$ cat config.mk
export PLATFORM = sky130hd
export DESIGN_NAME = imm_decode_stage
export DESIGN_NICKNAME = d
export VERILOG_FILES = /design/src/rtl/instruction_pkg.sv /design/src/rtl/imm_decode_stage_imm_gen.sv /design/src/rtl/imm_decode_stage.sv
export SDC_FILE = /design/constraint.sdc
export NUM_CORES = 1
export LEC_CHECK = 0
export ABC_AREA = 1
export BUFFER_PORTS_ARGS = -buffer_cell sky130_fd_sc_hd__buf_4
export CAP_MARGIN = 10
export CORE_MARGIN = 1.5
export CORE_UTILIZATION = 50
export CTS_CLUSTER_DIAMETER = 30
export DETAILED_ROUTE_END_ITERATION = 12
export GPL_TIMING_DRIVEN = 1
export PLACE_DENSITY = 0.77
export SLEW_MARGIN = 10
export SYNTH_ARGS = -nofsm -noshare
export SYNTH_HDL_FRONTEND = slang
export SYNTH_SLANG_ARGS = --single-unit
export TNS_END_PERCENT = 50
$ cat constraint.sdc
create_clock -name clock -period 2.9 [get_ports clock]
set_input_delay 0.58 -clock clock [delete_from_list [all_inputs] [get_ports clock]]
set_output_delay 0.58 -clock clock [all_outputs]
set_load 0.02 [all_outputs]
$ cat src/rtl/instruction_pkg.sv
// Shared instruction-level types for the fetch/decode front end.
// Holds the 32-bit instruction layout, major opcode encodings and immediate format codes.
// No logic; imported by imm_gen and imm_decode_stage.
package instruction_pkg;

    // Major opcodes (inst[6:0]) that the front end recognises.
    typedef enum logic [6:0] {
        LoadType   = 7'b0000011,
        Fence      = 7'b0001111,
        AluIType   = 7'b0010011,
        Auipc      = 7'b0010111,
        AluIWType  = 7'b0011011,
        SType      = 7'b0100011,
        RType      = 7'b0110011,
        Lui        = 7'b0110111,
        BType      = 7'b1100011,
        Jalr       = 7'b1100111,
        Jal        = 7'b1101111,
        SystemType = 7'b1110011
    } opcode_t;

    // Base 32-bit instruction layout (R-type field naming).
    typedef struct packed {
        logic [6:0] funct7;
        logic [4:0] rs2;
        logic [4:0] rs1;
        logic [2:0] funct3;
        logic [4:0] rd;
        opcode_t    opcode;
    } instruction_t;

    typedef enum logic [2:0] {
        IMM_NONE = 3'd0,
        IMM_I    = 3'd1,
        IMM_S    = 3'd2,
        IMM_B    = 3'd3,
        IMM_U    = 3'd4,
        IMM_J    = 3'd5,
        IMM_Z    = 3'd6
    } imm_format_t;

endpackage

$ cat src/rtl/imm_decode_stage_imm_gen.sv
// imm_gen: combinational immediate classifier/extender for one 32-bit instruction.
// Latency 0 (pure combinational); no handshake, no backpressure.
// Ports: instruction_i -> immediate_o (N bits), format_o (imm_format_t), illegal_o.
// Optional feature macro: ZICSR_IMM_EN (csr*i instructions produce an IMM_Z immediate).
module imm_gen
    import instruction_pkg::*;
#(
    parameter int N = 32
) (
    input  instruction_t     instruction_i,
    output logic [N-1:0]     immediate_o,
    output imm_format_t      format_o,
    output logic             illegal_o
);

    logic [31:0] inst;
    logic [31:0] imm32;

    assign inst = instruction_i;

    always_comb begin
        imm32     = '0;
        format_o  = IMM_NONE;
        illegal_o = 1'b0;
        case (instruction_i.opcode)
            AluIType, LoadType, Jalr: begin
                imm32    = {{20{inst[31]}}, inst[31:20]};
                format_o = IMM_I;
            end
            AluIWType: begin
                // The W-form ALU ops only exist on RV64.
                if (N == 64) begin
                    imm32    = {{20{inst[31]}}, inst[31:20]};
                    format_o = IMM_I;
                end else begin
                    illegal_o = 1'b1;
                end
            end
            SType: begin
                imm32    = {{20{inst[31]}}, inst[31:25], inst[11:7]};
                format_o = IMM_S;
            end
            BType: begin
                imm32    = {{19{inst[31]}}, inst[31], inst[7], inst[30:25], inst[11:8], 1'b0};
                format_o = IMM_B;
            end
            Lui, Auipc: begin
                imm32    = {inst[31:12], 12'b0};
                format_o = IMM_U;
            end
            Jal: begin
                imm32    = {{11{inst[31]}}, inst[31], inst[19:12], inst[20], inst[30:21], 1'b0};
                format_o = IMM_J;
            end
            SystemType: begin
`ifdef ZICSR_IMM_EN
                // csrrwi/csrrsi/csrrci carry a 5-bit unsigned immediate in the rs1 field.
                if (instruction_i.funct3[2]) begin
                    imm32    = {27'b0, instruction_i.rs1};
                    format_o = IMM_Z;
                end
`endif
            end
            RType, Fence: begin
            end
            default: begin
                illegal_o = 1'b1;
            end
        endcase
    end

    // imm32 bit 31 is already the sign for every format, and zero for IMM_Z,
    // so a plain sign extension covers all cases.
    generate
        if (N == 64) begin : g_rv64
            assign immediate_o = {{32{imm32[31]}}, imm32};
        end else begin : g_rv32
            assign immediate_o = imm32;
        end
    endgenerate

endmodule

$ cat src/rtl/imm_decode_stage.sv
// imm_decode_stage: registered immediate-generation stage between fetch and decode.
// Latency 1 cycle (accept at edge k -> out_valid after edge k); 1 entry/cycle when unstalled.
// Backpressure: 2-entry skid (output reg + skid reg); in_ready = !skid_valid, registered.
// Ports: clock/reset (async, active-high), flush; in_valid/in_ready/in_instruction/in_tag;
//        out_valid/out_ready/out_immediate/out_format/out_illegal/out_tag.
// Optional feature macro: ZICSR_IMM_EN (passed through to imm_gen).
module imm_decode_stage
    import instruction_pkg::*;
#(
    parameter int N     = 32,
    parameter int TAG_W = 8
) (
    input  logic             clock,
    input  logic             reset,
    input  logic             flush,
    input  logic             in_valid,
    output logic             in_ready,
    input  instruction_t     in_instruction,
    input  logic [TAG_W-1:0] in_tag,
    output logic             out_valid,
    input  logic             out_ready,
    output logic [N-1:0]     out_immediate,
    output imm_format_t      out_format,
    output logic             out_illegal,
    output logic [TAG_W-1:0] out_tag
);

    generate
        if (!(N == 32 || N == 64)) begin : g_bad_n
            $error("imm_decode_stage: N must be 32 or 64");
        end
    endgenerate

    typedef struct packed {
        logic [N-1:0]     imm;
        imm_format_t      fmt;
        logic             ill;
        logic [TAG_W-1:0] tag;
    } entry_t;

    entry_t      in_entry;
    entry_t      out_q, out_d;
    entry_t      skid_q, skid_d;
    logic        out_valid_q, out_valid_d;
    logic        skid_valid_q, skid_valid_d;
    logic [N-1:0] gen_imm;
    imm_format_t gen_fmt;
    logic        gen_ill;
    logic        in_fire;
    logic        out_load;

    imm_gen #(.N(N)) u_imm_gen (
        .instruction_i (in_instruction),
        .immediate_o   (gen_imm),
        .format_o      (gen_fmt),
        .illegal_o     (gen_ill)
    );

    assign in_entry = '{imm: gen_imm, fmt: gen_fmt, ill: gen_ill, tag: in_tag};
    assign in_ready = !skid_valid_q;
    assign in_fire  = in_valid && in_ready;
    assign out_load = !out_valid_q || out_ready;

    always_comb begin
        out_d        = out_q;
        skid_d       = skid_q;
        out_valid_d  = out_valid_q;
        skid_valid_d = skid_valid_q;
        if (flush) begin
            // Data registers keep stale contents; only the valids matter.
            out_valid_d  = 1'b0;
            skid_valid_d = 1'b0;
        end else if (out_load) begin
            if (skid_valid_q) begin
                // in_ready is low while skid is full, so no input can race this.
                out_d        = skid_q;
                out_valid_d  = 1'b1;
                skid_valid_d = 1'b0;
            end else begin
                out_valid_d = in_fire;
                if (in_fire) begin
                    out_d = in_entry;
                end
            end
        end else if (in_fire) begin
            // Output is stalled: park the new entry behind it.
            skid_d       = in_entry;
            skid_valid_d = 1'b1;
        end
    end

    always_ff @(posedge clock or posedge reset) begin
        if (reset) begin
            out_valid_q  <= 1'b0;
            skid_valid_q <= 1'b0;
            out_q        <= '0;
            skid_q       <= '0;
        end else begin
            out_valid_q  <= out_valid_d;
            skid_valid_q <= skid_valid_d;
            out_q        <= out_d;
            skid_q       <= skid_d;
        end
    end

    assign out_valid     = out_valid_q;
    assign out_immediate = out_q.imm;
    assign out_format    = out_q.fmt;
    assign out_illegal   = out_q.ill;
    assign out_tag       = out_q.tag;

endmodule

==> summary.txt, run 1 <==
Cell internal pwr: 0.00218 W
Worst Setup SP: skid_valid_q
Remaining Overflow, GRT: 0
Worst Clk Skew: 10.2 ps
DRT Pass-1 Iters: 5
Cell Pwr Density: 570 nW/um^2
Cell area after synthesis: 4490 um^2
Core Util, Final: 61.9%
Core Box Area: 8720 um^2
Hold buffer count at cts: 0
Critical Path Slowest Stage Cell: dfrtp_1
Vias in the first global route: 3933
Met1 Track Usage GR: 31.9%
Reg2reg path depth: 6
Area leader, netlist: dfrtp_1
Global-route met2 utilization: 37.6%
# rows: 34
Hold Fails Final Rpt: 0
Hold WS: 355 ps
Mean post-synth cell area: 7.52 um^2
CTS tree: done
Synth unique cells: 26
First-pass GRT wire length: 18100 um
IO Pins: 91
R2r startpoint: skid_valid_q
Setup Crit Path Kind: reg2out
Die W: 97.8 um
First DRT Iteration DRCs: 223
Crit path depth: 2
Average via count per standard cell: 5.19
Clock Path Buffers: 2
Status: finished clean
Top Usage Layer GRT: met2
Count leader, synth: nand2_1
CTS sink count: 90
Grt met3 use: 4.37%
Final worst path period need: 2040 ps
Initial antenna violation count: 0
Diodes inserted: 0
Setup bufs post-CTS: 0
CP Max Fanout: 24
Period utilization: 70.4%
DR DRC count: 0
Post-placement setup slack: 796 ps
Top delay family on crit path: buffers and inverters
Num CTS Buffers: 9
CTS resizes: 0
IO buf count: 90
Vias: 4067
Power, Total: 0.00308 W
Average wire per standard cell: 13.4 um
Delay of the slowest critical-path stage: 510 ps
WP buf/inv: 2
Synth area leaders: dfrtp_1 50%, nand2_1 16%, nor2_1 8.6%
Die Footprint: 9560 um^2
Layout cells sized above 1: 19.4%
Initial Util: 51.5%
GPL Wtd Cong: 0.856
Final Slew Violations: 0
Sequential share of the synthesized area: 50.2%
Post-synth EDFFs: 0
Seq cells post-synth: 90
H-tree Lvls: 3
Nets: 715
Post-synthesis cell count: 597
Antenna-violating nets left: 0
Final number of setup-violating endpoints: 0
Yosys top cell area share: 50.2%
CTS clk-pin slew, worst paths: 100 ps
Worst path arrival time: 1460 ps
Fin Setup TNS: 0 ps
Clock root buffer: clkbuf_8
Clock Latency Late Sink: 350 ps
Post-synth ARST share: 100%
Worst hold path type: in2async
Maximum vdd ir drop: 0.281 mV
Main synth FF type: dfrtp_1
Combinational share of power: 18.2%
Sequential share of power: 50.4%
Largest net degree at the start of global routing: 91
Crit-path cells: inv_2 > buf_4
Post-DP HPWL: 7040 um
Switching Fraction: 29.2%
Final worst slack: 857 ps
Post-Route WL: 10500 um
Total GRT Usage: 23.1%
Max-cap violation count: 0
Worst-Margin Slew: 737 ps
Synth top cells by count: 193 x nand2_1, 103 x nor2_1, 90 x dfrtp_1
Chip height: 97.8 um
WP data required: 2320 ps
Mapped Nets: 642
RSZ-0062 raised after global routing: false
Net Switching: 0.000900 W
Slew headroom: 50.7%
Leak: 3.05 nW
Clock power frac: 31.4%
Fmax: 490 MHz
Startpoint Class: register
Ys Warns: 0
Worst setup EP type: output pin
Area grow syn2layout: 20.2%
[layer usage]
layer / vias up / share of wire, %
met5: - / 0
met4: 0 / 1.7
met3: 13 / 5.3
met2: 118 / 47
met1: 1905 / 46
li1: 2031 / -
[final cells by class]
cell class,instances,area [um^2]
clock inverters,7,100
fillers,768,3320
repair buffers,96,746
well taps,108,135
multi-input cells,434,1890
inverters,39,150
clock buffers,9,124
flip-flops and latches,90,2250
[layout by cell type (no fill, tap or decap)]
cell type     n
nor2_1      103
bufinv_16     2
dfrtp_1      90
clkinvlp_4    1
nor3_1        3
clkinv_4      1
nand3_2       1
inv_2         7
nand2_2       4
nor2_8        1
a21oi_1       1
nor2_2        2
o21ai_0      24
nor2b_1       1
inv_6         3
nor3_4        1
nand3b_1      1
nor2_4        1
inv_1        31
nand3_1      52
buf_4        94
clkbuf_8      9
buf_12        2
o21ai_1      18
a31oi_1      26
nand4_1       1
clkinv_2      1
nand2_1     193
nand2_4       1
[stage by stage]
stage / cell area (um^2) / std cells
after global placement: 5170 / 767
after floorplan: 4490 / 597
after CTS: 5400 / 783
after detailed placement: 5170 / 767
after global routing: 5400 / 783
final: 5400 / 783
[power groups by stage]
stage | clock network [W] | registers (W) | logic, W
6_report | 0.000967 | 0.00155 | 0.000560
3_3_place_gp | 0 | 0.00156 | 0.000547
5_1_grt | 0.00103 | 0.00157 | 0.000634
2_1_floorplan | 0 | 0.00162 | 0.000287
3_5_place_dp | 0 | 0.00157 | 0.000565
4_1_cts | 0.000983 | 0.00155 | 0.000566
[sequential cells by signal, indices dropped and copies added (netlist names)]
signal         count
skid_q            44
out_immediate     32
out_tag            8
out_format         3
out_illegal        1
out_valid          1
skid_valid_q       1
[logic make-up after synthesis]
logic type,count (synthesis),synth area share (%)
buffers and inverters,73,7.72
AOI/OAI and AO/OA,69,8.42
and+or+nand+nor,365,33.7
DFF,90,50.2
[worst register-to-register path, cell delays in order (launching register included)]
cell,delay [ps]
dfrtp_1,510
inv_2,370
buf_4,410
nor2_1,90
nor2_1,130
nand2_1,60
nand2_1,50
[worst paths after layout]
| kind | end | slack, ps |
|---|---|---|
| max | in_ready | 860 |
| min | skid_q[31] | 350 |
| max reg2reg | out_immediate[9] | 1220 |
| min reg2reg | skid_q[9] | 480 |
| max in group asynchronous | out_tag[7] | 2190 |
| min in group clock | skid_valid_q | 380 |
Power figures use the tool's default switching activity.
==> run 2: changes to the inputs <==
--- a/config.mk
+++ b/config.mk
@@ -13,7 +13,7 @@
 export CTS_CLUSTER_DIAMETER = 30
 export DETAILED_ROUTE_END_ITERATION = 12
 export GPL_TIMING_DRIVEN = 1
-export PLACE_DENSITY = 0.77
+export PLACE_DENSITY = 0.74
 export SLEW_MARGIN = 10
 export SYNTH_ARGS = -nofsm -noshare
 export SYNTH_HDL_FRONTEND = slang
==> constraint.sdc (replaced) <==
create_clock -name clock -period 1.9 [get_ports clock]
set_input_delay 0.38 -clock clock [delete_from_list [all_inputs] [get_ports clock]]
set_output_delay 0.38 -clock clock [all_outputs]
set_load 0.02 [all_outputs]
==> summary.txt, run 2 (same netlist as run 1, synthesis figures left out) <==
H-tree Lvls: 3 (unchanged)
Status: finished clean (unchanged)
Critical Path Slowest Stage Cell: dfrtp_1 (unchanged)
Commonest non-fill, non-tap cells in the layout: 193 x nand2_1, 103 x nor2_1, 98 x buf_4, 90 x dfrtp_1, 52 x nand3_1 (was 193 x nand2_1, 103 x nor2_1, 94 x buf_4, 90 x dfrtp_1, 52 x nand3_1)
Clock Latency Late Sink: 360 ps (was 350 ps)
Max-cap violation count: 0 (unchanged)
First-pass GRT wire length: 18700 um (was 18100 um)
Maximum vdd ir drop: 0.374 mV (was 0.281 mV)
Vias in the first global route: 3982 (was 3933)
RSZ-0062 raised after global routing: false (unchanged)
CTS tree: done (unchanged)
Worst hold path type: in2async (unchanged)
DR DRC count: 0 (unchanged)
Top Usage Layer GRT: met2 (unchanged)
First DRT Iteration DRCs: 232 (was 223)
Delay of the slowest critical-path stage: 530 ps (was 510 ps)
Global-route met2 utilization: 37.1% (was 37.6%)
Total GRT Usage: 24.4% (was 23.1%)
Largest register FFs: 44 (unchanged)
IO buf count: 90 (unchanged)
Largest net degree at the start of global routing: 73 (was 91)
Average via count per standard cell: 5.22 (was 5.19)
Cell Pwr Density: 817 nW/um^2 (was 570 nW/um^2)
Slew headroom: 46.0% (was 50.7%)
Initial antenna violation count: 0 (unchanged)
Reg2reg path depth: 7 (was 6)
Chip height: 97.8 um (unchanged)
Initial Util: 51.5% (unchanged)
Post-Route WL: 10800 um (was 10500 um)
Reg2reg setup slack: 230 ps (was 1220 ps)
Fmax: 574 MHz
Post-DP HPWL: 7450 um (was 7040 um)
Hold WS: 57.4 ps (was 355 ps)
Antenna-violating nets left: 0 (unchanged)
Worst setup EP type: output pin (unchanged)
Die Footprint: 9560 um^2 (unchanged)
Vias: 4126 (was 4067)
Top reg by flops: skid_q (unchanged)
Layout cells sized above 1: 20.2% (was 19.4%)
Diodes inserted: 0 (unchanged)
Final worst slack: 157 ps (was 857 ps)
CP Max Fanout: 22 (was 24)
Startpoint Class: register (unchanged)
DRT Pass-1 Iters: 5 (unchanged)
Final Slew Violations: 0 (unchanged)
Crit-path cells: inv_4 > buf_4 (was inv_2 > buf_4)
Nets: 722 (was 715)
Final number of setup-violating endpoints: 0 (unchanged)
Commonest non-fill, non-tap cell in the layout: nand2_1 (unchanged)
Final worst path period need: 1740 ps
Worst-Margin Slew: 807 ps (was 737 ps)
GPL Wtd Cong: 0.872 (was 0.856)
Finished layout cell area: 5450 um^2 (was 5400 um^2)
Worst path arrival time: 1360 ps (was 1460 ps)
Average wire per standard cell: 13.7 um (was 13.4 um)
CTS clk-pin slew, worst paths: 90 ps (was 100 ps)
Hold Fails Final Rpt: 0 (unchanged)
Placed Area: 5260 um^2 (was 5170 um^2)
Met1 Track Usage GR: 34.1% (was 31.9%)
Period utilization: 91.7%
CTS sink count: 90 (unchanged)
Hold buffer count at cts: 0 (unchanged)
R2r startpoint: skid_valid_q (unchanged)
Grt met3 use: 3.22% (was 4.37%)
Worst Clk Skew: 9.78 ps (was 10.2 ps)
Clock root buffer: clkbuf_8 (unchanged)
Die W: 97.8 um (unchanged)
Core Box Area: 8720 um^2 (unchanged)
WP data required: 1520 ps (was 2320 ps)
Num CTS Buffers: 9 (unchanged)
IO Pins: 91 (unchanged)
Post-placement setup slack: -0.726 ps (was 796 ps)
Setup Crit Path Kind: reg2out (unchanged)
Leak: 3.07 nW (was 3.05 nW)
# rows: 34 (unchanged)
Clock Path Buffers: 2 (unchanged)
Remaining Overflow, GRT: 0 (unchanged)
Reg-to-Reg End: out_immediate[17] (was out_immediate[9])
Area grow syn2layout: 21.3% (was 20.2%)
-- run 2: cell types whose count changed in the layout (fill, tap and decap cells not counted) --
cell        before  now
clkinv_2         1    2
clkinv_4         1    2
inv_4            0    1
buf_4           94   98
clkbuf_8         9   10
inv_2            7    6
bufinv_16        2    0
clkinvlp_4       1    3
inv_6            3    0
buf_12           2    5
-- run 2: worst max-delay path by stage --
stage / to / startpoint / slack, ps / depth (start not counted)
finish: in_ready / skid_valid_q / 160 / 2
global route: out_immediate[7] / skid_valid_q / 50 / 7
CTS: in_ready / skid_valid_q / 30 / 2
detailed placement: out_immediate[17] / in_instruction[4] / -0.7 / 10
global placement: out_immediate[13] / in_instruction[4] / 80 / 10
floorplan: in_ready / skid_valid_q / 390 / 4
-- run 2: timing repair --
action	in CTS	in global routing
resized for setup	0	2
buffers inserted	0	0
endpoints found under the hold margin	0	0
endpoints found under the setup margin	0	1
-- run 2: cell type report --
| class | count | area, um^2 |
|---|---|---|
| fillers | 774 | 3270 |
| flip-flops and latches | 90 | 2250 |
| multi-input cells | 434 | 1890 |
| repair buffers | 103 | 836 |
| inverters | 39 | 153 |
| clock buffers | 10 | 138 |
| well taps | 108 | 135 |
| clock inverters | 6 | 42.5 |
-- run 2: per-stage QoR --
| stage | TNS (ps) | util [%] | power (W) | std cells |
|---|---|---|---|---|
| global placement | 0 | 60.4 | 0.00323 | 774 |
| detailed placement | -0.726 | 60.4 | 0.00329 | 774 |
| global route | 0 | 62.5 | 0.00470 | 790 |
| finish | 0 | 62.5 | 0.00445 | 790 |
| CTS | 0 | 62.4 | 0.00449 | 790 |
| floorplan | 0 | - | 0.00291 | 597 |
-- run 2: per-layer routing --
layer / share of wire [%] / wire length, um
met5: 0 / 0
met4: 2.8 / 301
met3: 6.4 / 687
met2: 47 / 5030
met1: 44 / 4770
-- run 2: report_power, final --
part / internal [W] / total [W] / switching (W)
sequential: 0.00220 / 0.00236 / 0.000161
clock: 0.000511 / 0.00121 / 0.000701
combinational: 0.000378 / 0.000873 / 0.000495
total: 0.00309 / 0.00445 / 0.00136
-- run 2: worst max-delay path: cells and delay by family, from the launching register on --
family | cells | cell delay, ps
DFF | 1 | 530
buffers and inverters | 2 | 460
==> run 3: changes to the inputs <==
--- a/config.mk
+++ b/config.mk
@@ -8,12 +8,14 @@
 export ABC_AREA = 1
 export BUFFER_PORTS_ARGS = -buffer_cell sky130_fd_sc_hd__buf_4
 export CAP_MARGIN = 10
+export CELL_PAD_IN_SITES_DETAIL_PLACEMENT = 0
+export CELL_PAD_IN_SITES_GLOBAL_PLACEMENT = 1
 export CORE_MARGIN = 1.5
-export CORE_UTILIZATION = 50
+export CORE_UTILIZATION = 40
 export CTS_CLUSTER_DIAMETER = 30
 export DETAILED_ROUTE_END_ITERATION = 12
 export GPL_TIMING_DRIVEN = 1
-export PLACE_DENSITY = 0.74
+export PLACE_DENSITY_LB_ADDON = 0.1
 export SLEW_MARGIN = 10
 export SYNTH_ARGS = -nofsm -noshare
 export SYNTH_HDL_FRONTEND = slang
==> summary.txt, run 3 (same netlist as run 1, synthesis figures left out) <==
CTS clk-pin slew, worst paths: 90 ps (about the same)
Average via count per standard cell: 4.86 (was 5.22)
Leak: 3.10 nW (was 3.07 nW)
Diodes inserted: 0 (unchanged)
Reg-to-Reg End: out_immediate[16] (was out_immediate[17])
Hold Fails Final Rpt: 0 (unchanged)
Max-cap violation count: 0 (unchanged)
Fmax: 564 MHz (was 574 MHz)
Clock Latency Late Sink: 360 ps (about the same)
Startpoint Class: register (unchanged)
Maximum vdd ir drop: 0.512 mV (was 0.374 mV)
DRT Pass-1 Iters: 6 (was 5)
GPL Wtd Cong: 0.810 (was 0.872)
Vias in the first global route: 3681 (was 3982)
Layout cells sized above 1: 20.3% (was 20.2%)
Initial antenna violation count: 0 (unchanged)
Fin Setup TNS: 0 ps (unchanged)
Net Switching: 0.00133 W (was 0.00136 W)
Status: finished clean (unchanged)
Sequential share of power: 50.6% (was 53.1%)
RSZ-0062 raised after global routing: false (unchanged)
Remaining Overflow, GRT: 0 (unchanged)
Top reg by flops: skid_q (unchanged)
Commonest non-fill, non-tap cell in the layout: nand2_1 (unchanged)
Combinational share of power: 18.5% (was 19.6%)
Average wire per standard cell: 13.3 um (was 13.7 um)
H-tree Lvls: 3 (unchanged)
Initial Util: 41.2% (was 51.5%)
Reg2reg path depth: 7 (unchanged)
IO Pins: 91 (unchanged)
Die W: 109 um (was 97.8 um)
Area grow syn2layout: 23.3% (was 21.3%)
Worst setup EP type: output pin (unchanged)
Hold buffer count at cts: 0 (unchanged)
Largest net degree at the start of global routing: 91 (was 73)
Worst hold path type: in2async (unchanged)
Final worst path period need: 1770 ps (was 1740 ps)
Reg2reg setup slack: 400 ps (was 230 ps)
Clock Path Buffers: 2 (unchanged)
Total GRT Usage: 20.2% (was 24.4%)
Setup bufs post-CTS: 0 (unchanged)
Cell internal pwr: 0.00332 W (was 0.00309 W)
CP Max Fanout: 11 (was 22)
First-pass GRT wire length: 18500 um (was 18700 um)
Switching Fraction: 28.6% (was 30.5%)
Final Instance Count excl. Fillers: 825 (was 790)
Worst path arrival time: 1390 ps (was 1360 ps)
Worst Clk Skew: 6.82 ps (was 9.78 ps)
Setup Crit Path Kind: reg2out (unchanged)
R2r startpoint: skid_valid_q (unchanged)
Commonest non-fill, non-tap cells in the layout: 193 x nand2_1, 103 x nor2_1, 101 x buf_4, 90 x dfrtp_1, 52 x nand3_1 (was 193 x nand2_1, 103 x nor2_1, 98 x buf_4, 90 x dfrtp_1, 52 x nand3_1)
Antenna-violating nets left: 0 (unchanged)
Final worst slack: 125 ps (was 157 ps)
Clock root buffer: clkbuf_8 (unchanged)
CTS resizes: 0 (unchanged)
Core Box Area: 10900 um^2 (was 8720 um^2)
DR DRC count: 0 (unchanged)
Post-DP HPWL: 7430 um (was 7450 um)
CTS sink count: 90 (unchanged)
Placed insts: 809 (was 774)
Cell Pwr Density: 840 nW/um^2 (was 817 nW/um^2)
CTS tree: done (unchanged)
# rows: 38 (was 34)
First DRT Iteration DRCs: 221 (was 232)
Nets: 725 (was 722)
Post-Route WL: 11000 um (was 10800 um)
Largest register FFs: 44 (unchanged)
Vias: 4009 (was 4126)
WP data required: 1520 ps (about the same)
Worst-Margin Slew: 578 ps (was 807 ps)
Clock power frac: 30.8% (was 27.2%)
Chip height: 109 um (was 97.8 um)
Final Slew Violations: 0 (unchanged)
Final number of setup-violating endpoints: 0 (unchanged)
Period utilization: 93.4% (was 91.7%)
Post-placement setup slack: 272 ps (was -0.726 ps)
Die Footprint: 11900 um^2 (was 9560 um^2)
Slew headroom: 61.4% (was 46.0%)
IO buf count: 90 (unchanged)
Num CTS Buffers: 9 (unchanged)
run 3: cell count changes in the layout (fill, tap and decap cells not counted):
cell        change
buf_4           +3
bufinv_16       +2
clkbuf_1        +2
clkbuf_8        -1
clkinv_4        -1
clkinvlp_4      -2
inv_2           +1
inv_4           -1
run 3: layer usage:
layer	wire length [um]	GRT usage, %	up-vias	share of wire (%)
met1	5420	29.6	1837	49
met4	105	5.64	0	0.96
met3	581	3.89	10	5.3
met5	0	0	-	0
met2	4880	30.4	110	44
li1	-	-	2052	-
run 3: power groups by stage:
stage	Sequential, W	Combinational (W)	Clock, W
6_report	0.00236	0.000862	0.00143
4_1_cts	0.00236	0.000879	0.00147
3_5_place_dp	0.00239	0.000878	0
2_1_floorplan	0.00248	0.000438	0
3_3_place_gp	0.00238	0.000864	0
5_1_grt	0.00240	0.000987	0.00156
run 3: worst max-delay path, stage by stage, from the launching register on:
cell and delay [ps]:
dfrtp_1 400, buf_4 170, inv_2 250, buf_4 210
run 3: final cells by class:
class / count / area [um^2]
Clock buffer: 11 / 131
Fill cell: 1104 / 5350
Multi-Input combinational cell: 434 / 1890
Inverter: 39 / 150
Clock inverter: 5 / 78.8
Tap cell: 140 / 175
Timing Repair Buffer: 106 / 858
Sequential cell: 90 / 2250
run 3: metrics by stage:
stage / power, W / util, % / instance area, um^2 / hold slack (ps)
floorplan: 0.00291 / - / 4490 / 444
global placement: 0.00325 / 48.9 / 5330 / 466
detailed placement: 0.00327 / 48.9 / 5330 / 466
CTS: 0.00471 / 50.9 / 5540 / 156
global route: 0.00494 / 50.9 / 5540 / 142
finish: 0.00465 / 50.9 / 5540 / 148
run 3: how the worst max path moves through the flow:
stage / startpoint / end / slack (ps) / cells past startpoint
final: skid_valid_q / in_ready / 130 / 3
after CTS: skid_valid_q / in_ready / 110 / 3
after global routing: skid_valid_q / in_ready / 50 / 3
after global placement: in_instruction[4] / out_immediate[15] / 290 / 11
after detailed placement: in_instruction[4] / out_immediate[15] / 270 / 11
after floorplan: skid_valid_q / in_ready / 390 / 4
